**src/rtl/seq_divider.sv**
```systemverilog
// Multi-cycle unsigned restoring divider: one quotient bit per clock, MSB first.
// A start pulse in IDLE/DONE captures the operands; done rises WIDTH+1 edges later.
module seq_divider #(
  parameter int WIDTH = 8
) (
  input  logic             clk,
  input  logic             rst,
  input  logic             start,
  input  logic [WIDTH-1:0] dividend,
  input  logic [WIDTH-1:0] divisor,
  output logic [WIDTH-1:0] quotient,
  output logic [WIDTH-1:0] remainder,
  output logic             done,
  output logic             busy,
  output logic             div_by_zero
);

  localparam int CW = $clog2(WIDTH + 1);
  localparam logic [CW-1:0] LAST = CW'(WIDTH);

  typedef enum logic [1:0] {IDLE, BUSY, DONE} state_t;

  state_t           state_reg, state_next;
  logic [WIDTH-1:0] dvd_reg, dvd_next;
  logic [WIDTH-1:0] dvs_reg, dvs_next;
  logic [WIDTH:0]   part_reg, part_next;
  logic [CW-1:0]    cnt_reg, cnt_next;
  logic [WIDTH-1:0] quo_reg, quo_next;
  logic [WIDTH-1:0] rem_reg, rem_next;
  logic             done_reg, done_next;
  logic             busy_reg, busy_next;
  logic             dbz_reg, dbz_next;

  logic [WIDTH+1:0] shifted;
  logic [WIDTH+1:0] trial;

  // The dividend register doubles as the quotient shift register: each
  // iteration consumes its MSB and appends the new quotient bit at the LSB.
  always_comb begin
    state_next = state_reg;
    dvd_next   = dvd_reg;
    dvs_next   = dvs_reg;
    part_next  = part_reg;
    cnt_next   = cnt_reg;
    quo_next   = quo_reg;
    rem_next   = rem_reg;
    done_next  = done_reg;
    busy_next  = busy_reg;
    dbz_next   = dbz_reg;

    shifted = {part_reg, dvd_reg[WIDTH-1]};
    trial   = shifted - {2'b00, dvs_reg};

    case (state_reg)
      IDLE, DONE: begin
        if (start) begin
          dvd_next   = dividend;
          dvs_next   = divisor;
          part_next  = '0;
          cnt_next   = '0;
          done_next  = 1'b0;
          dbz_next   = 1'b0;
          busy_next  = 1'b1;
          state_next = BUSY;
        end
      end
      BUSY: begin
        if (cnt_reg == LAST) begin
          quo_next   = dvd_reg;
          rem_next   = part_reg[WIDTH-1:0];
          done_next  = 1'b1;
          busy_next  = 1'b0;
          dbz_next   = (dvs_reg == '0);
          state_next = DONE;
        end else begin
          // Sign bit of the widened trial decides restore versus keep.
          part_next = trial[WIDTH+1] ? shifted[WIDTH:0] : trial[WIDTH:0];
          dvd_next  = {dvd_reg[WIDTH-2:0], ~trial[WIDTH+1]};
          cnt_next  = cnt_reg + 1'b1;
        end
      end
      default: state_next = IDLE;
    endcase
  end

  always_ff @(posedge clk or posedge rst) begin
    if (rst) begin
      state_reg <= IDLE;
      dvd_reg   <= '0;
      dvs_reg   <= '0;
      part_reg  <= '0;
      cnt_reg   <= '0;
      quo_reg   <= '0;
      rem_reg   <= '0;
      done_reg  <= 1'b0;
      busy_reg  <= 1'b0;
      dbz_reg   <= 1'b0;
    end else begin
      state_reg <= state_next;
      dvd_reg   <= dvd_next;
      dvs_reg   <= dvs_next;
      part_reg  <= part_next;
      cnt_reg   <= cnt_next;
      quo_reg   <= quo_next;
      rem_reg   <= rem_next;
      done_reg  <= done_next;
      busy_reg  <= busy_next;
      dbz_reg   <= dbz_next;
    end
  end

  assign quotient    = quo_reg;
  assign remainder   = rem_reg;
  assign done        = done_reg;
  assign busy        = busy_reg;
  assign div_by_zero = dbz_reg;

endmodule

```
**config.mk**
```make
export PLATFORM = sky130hd
export DESIGN_NAME = seq_divider
export DESIGN_NICKNAME = d
export VERILOG_FILES = /design/src/rtl/seq_divider.sv
export SDC_FILE = /design/constraint.sdc
export NUM_CORES = 1
export LEC_CHECK = 0
export CORE_MARGIN = 5
export CORE_UTILIZATION = 30
export CTS_BUF_LIST = sky130_fd_sc_hd__clkbuf_16
export CTS_CLUSTER_DIAMETER = 80
export DETAILED_ROUTE_END_ITERATION = 8
export MAX_ROUTING_LAYER = met4
export SKIP_CTS_REPAIR_TIMING = 1
export SYNTH_ARGS = -nofsm -noshare
export SYNTH_HDL_FRONTEND = slang
export SYNTH_SLANG_ARGS = --single-unit
```
**constraint.sdc**
```tcl
create_clock -name clk -period 3.1 [get_ports clk]
set_clock_uncertainty 0.2 [all_clocks]
set_input_delay 0.31 -clock clk [delete_from_list [all_inputs] [get_ports clk]]
set_output_delay 0.31 -clock clk [all_outputs]
set_load 0.02 [all_outputs]
```
Word level (Yosys, flattened, before mapping)
Index checks and enable logic that the tools add are counted.
- register bits: 50
- input bits: 19
- output and inout bits: 19
- word-level logic and storage cells: 49
- add/sub/neg operators: 2
- equal/unequal tests: 6
- multiplexer cells: 21
- bitwise gates (word level): 1
- reduce and logical (&&, ||, !) cells: 9
- operators by type and width (operator ; number):
    two-way mux 9 bit ; 3
    case mux 9 bit (2 select lines) ; 1
    two-way mux 8 bit ; 2
    case mux 8 bit (2 select lines) ; 1
    subtractor 10 x 8 -> 10 bit ; 1
    logical NOT 8 bit ; 1
    two-way mux 4 bit ; 2
    case mux 4 bit (2 select lines) ; 1
    inequality test 2 bit (second input constant) ; 3
    case mux 1 bit (2 select lines) ; 3
    AND reduction 2 bit ; 3
    AND reduction 3 bit ; 2
    two-way mux 1 bit ; 5
    adder 4 x 1 -> 4 bit (second input constant) ; 1
    == test 4 bit (second input constant) ; 1
    two-way mux 2 bit ; 2
    case mux 2 bit (2 select lines) ; 1
    == test 2 x 1 -> 1 bit (second input constant) ; 1
    == test 2 bit (second input constant) ; 1
    logical NOT 2 bit ; 1
    nonzero test 2 bit ; 1
    OR reduction 2 bit ; 1
    NOT 1 bit ; 1

Depth between registers and ports, before layout
- depth after elaboration: 4
- depth in mapped cells: 9
- depth with buffers taken out: 9

Worst setup path before layout
Ideal clock, no wire load.
- path kind: flip-flop to flip-flop
- start: register dvd_reg[7]
- end: register part_reg[8]
- arrival: 1788 ps
- data required time: 2772 ps
- slack: 983 ps
- stages on the path, launching flop included: 10
- cell sequence: dfrtp_1 -> inv_1 -> ha_1 -> fa_1 -> nand2b_1 -> a21oi_1 -> a211oi_1 -> o21a_1 -> mux2i_1 -> nand3b_1
- word-level cells in the longest chain between the ends: 4
- RTL lines (item ; line ; RTL):
    start, declared ; 24 ; logic [WIDTH-1:0] dvd_reg, dvd_next;
    start signal, assigned ; 100 ; dvd_reg <= dvd_next;
    subtractor 10 x 8 -> 10 bit ; 52 ; trial = shifted - {2'b00, dvs_reg};
    two-way mux 9 bit ; 77 ; part_next = trial[WIDTH+1] ? shifted[WIDTH:0] : trial[WIDTH:0];
    two-way mux 9 bit ; 68 ; if (cnt_reg == LAST) begin
    case mux 9 bit (2 select lines) ; 54 ; case (state_reg)
    end signal, assigned ; 102 ; part_reg <= part_next;
    end, declared ; 26 ; logic [WIDTH:0] part_reg, part_next;
No other way between the ends. The select of a mux whose other input is x is not followed.
A chain may end at the register's enable or synchronous reset.

Worst setup path after layout
- start: register dvs_reg[4]
- end: register dvd_reg[0]
- word-level cells in the longest chain between the ends: 4
- RTL lines (item ; line ; RTL):
    start, declared ; 25 ; logic [WIDTH-1:0] dvs_reg, dvs_next;
    start signal, assigned ; 101 ; dvs_reg <= dvs_next;
    subtractor 10 x 8 -> 10 bit ; 52 ;
    NOT 1 bit ; 78 ; dvd_next = {dvd_reg[WIDTH-2:0], ~trial[WIDTH+1]};
    two-way mux 8 bit ; 68 ;
    case mux 8 bit (2 select lines) ; 54 ;
No other way between the ends. The select of a mux whose other input is x is not followed.

==> impl_metrics.ini <==
[outcome]
status = finished clean

[drt]
antenna_left = 0
firstDrtPassIters = 4
viasPerCell = 4.79
remaining_drc_errors = 0
dr.first_iter.drc_count = 96
avgRoutedWirePerCell_um = 14.5
via_count = 1846
routed_wl_mm = 5.58

[timing]
max_freq_mhz = 411
finalHoldViolCount = 0
maxSlewViolCount = 0
setup-tns-final_ps = 0
finalCritPeriodShare = 0.785
tightest_slew_ps = 635
setup_slack_ps = 666
rsz0062_at_grt = no
slew_headroom = 0.577
finalSetupViolations = 0
fin_crit_ps = 2430

[floorplanning]
core_area_mm2 = 0.00826
initial_core_util = 0.308
die_width_um = 102
die_h_um = 102
dieArea_mm2 = 0.0104
rows = 33
io_pins = 38

[clocking]
cts_tree = yes
tritoncts_num_sinks = 50
root_buffer = clkbuf_16
cts.path.max_buffers = 2
cts_max_level = 2
numCtsBuffers = 5
path_clk_slew_ps = 60
clock_latency_ps = 290

[synth]
synth_top_area_share = 0.491
synth.area.top_cells = dfrtp_1 49%, mux2_1 7.1%, ha_1 4.9%
netlist.top_cell.by_area = dfrtp_1
synth_warnings = 0
ys_ff_latch = 50
synth_area_mm2 = 0.00255
async_reset_ff_frac = 1.00
syn_nets = 268
syn_inst = 238
synth.avg_cell_area_um2 = 10.7
synthFlopType = dfrtp_1
synth-edff-count = 0
netlist-cell-type-count = 44
ys_seq_area_frac = 0.491

[place]
gp_congestion = 0.781
port_buffers = 37
dpl.hpwl_mm = 3.97
preCtsSetupSlack_ps = 677
placedInstanceArea_mm2 = 0.00305

[power_and_ir_drop]
powerDensity_mw_per_mm2 = 1250
ir_worst_vdd_mv = 0.468
p_leak_nw = 1.42
power_mw = 4.02

[worst_setup_path]
reg2reg_from = dvs_reg[4]
reg2reg_slack_ps = 670
r2r_end = dvd_reg[0]
crit_type = flip-flop to flip-flop
crit_path_start_kind = flip-flop
r2r_cells = 8
crit_fanout = 14
cp.required_ps = 3070
worst_setup_path_end_kind = flip-flop
cp_data_arrival_time_ps = 2410

[global_route]
antenna_found_initial = 0
first_global_vias = 1957
grt_overflow = 0
grt_max_degree = 51
busiest_layer = met2
use_met1 = 0.159
grt_use_total = 0.118
use_met3 = 0.0348
grt_use_met2 = 0.174
grt_first_pass_wirelength_mm = 9.36

[worst_hold_path]
hold_depth = 1
hp-start = quotient[6]
hold_class = flip-flop to flip-flop
hold_end = quotient[6]

[layout]
num_antenna_cells = 0
post-route-util = 0.389
drive_gt1_frac = 0.0893
area_growth_pct = 26.1
stdcell_area_mm2 = 0.00321
finalNetCount = 309
largest_register_ffs = 9

[run]
maxCapViolations = 0
-- per-stage QoR --
step / hold slack [ps] / instances
final: 286 / 385
after global routing: 305 / 385
after CTS: 293 / 385
after detailed placement: 278 / 377
after global placement: 269 / 377
after floorplan: 199 / 238
-- routing by layer --
| layer | up-vias | wire length (um) |
|---|---|---|
| li1 | 912 | - |
| met1 | 898 | 2740 |
| met2 | 34 | 2560 |
| met3 | 2 | 252 |
| met4 | 0 | 29 |
| met5 | - | 0 |
-- Yosys cell counts (all sizes together), types with 2 or more instances --
library cell  count
dfrtp            50
nand2            33
o21ai            21
mux2             17
inv              15
nand3            11
nor2             11
ha               10
mux2i             9
a21oi             8
nand2b            8
buf               6
o311ai            4
xnor2             4
xor2              4
clkbuf            3
a211oi            2
a22oi             2
a32oi             2
nor4              2
o31ai             2
-- cell type report --
class / count / area (um2)
repair buffers: 43 / 415
inverters: 15 / 56.3
well taps: 105 / 131
fillers: 830 / 5050
multi-input cells: 164 / 1190
clock buffers: 5 / 125
clock inverters: 3 / 37.5
flip-flops and latches: 50 / 1250
-- critical path: stages (launching register included) --
cell	delay, ps
dfrtp_1	350
inv_1	60
ha_1	390
a21oi_2	210
o221ai_2	140
a21oi_4	200
xor2_4	400
o21ai_1	100
mux2_4	260
-- cells in the final DEF (no fill, tap or decap), types with 2 or more instances in the layout --
master | synthesis | routed
nor2_1 | 9 | 8
a32oi_1 | 2 | 2
o31ai_1 | 2 | 2
dfrtp_1 | 50 | 50
clkbuf_16 | 0 | 5
xnor2_1 | 4 | 4
inv_2 | 1 | 2
a211oi_1 | 2 | 2
ha_1 | 10 | 10
nand2_1 | 33 | 33
mux2_1 | 16 | 16
o311ai_1 | 4 | 4
a21oi_1 | 4 | 4
nor4_1 | 2 | 2
inv_1 | 14 | 15
clkdlybuf4s50_1 | 0 | 37
o21ai_1 | 20 | 20
xor2_1 | 3 | 3
buf_4 | 0 | 6
mux2i_1 | 9 | 9
a22oi_1 | 2 | 2
a21oi_2 | 2 | 2
nand2b_1 | 8 | 8
nand3_1 | 11 | 11
a21oi_4 | 2 | 2
nor2_2 | 1 | 2
-- kinds of logic (layout without fill, tap and decap cells) --
family,count (synthesis),after routing,share of synthesized area
adder cells (fa/ha/maj),11,11,0.0570
multiplexers,26,26,0.112
flip-flops,50,50,0.491
AO/OA/AOI/OAI,47,47,0.129
XOR/XNOR,8,8,0.0349
AND/OR/NAND/NOR,72,72,0.135
buffers and inverters,24,66,0.0408
-- worst max path at each step --
stage	startpoint	end	slack [ps]
2_1_floorplan	dvd_reg[7]	part_reg[8]	980
4_1_cts	dvs_reg[4]	dvd_reg[0]	660
5_1_grt	dvs_reg[4]	part_reg[3]	540
6_report	dvs_reg[4]	dvd_reg[0]	670
3_5_place_dp	dvs_reg[4]	dvd_reg[0]	680
3_3_place_gp	part_reg[3]	dvd_reg[0]	760
-- report_power, final --
part           switching [mW]  internal, mW
logic                    1.23         0.986
clock network           0.234         0.375
registers               0.231         0.963
total                    1.69          2.32
Power figures use the tool's default switching activity.
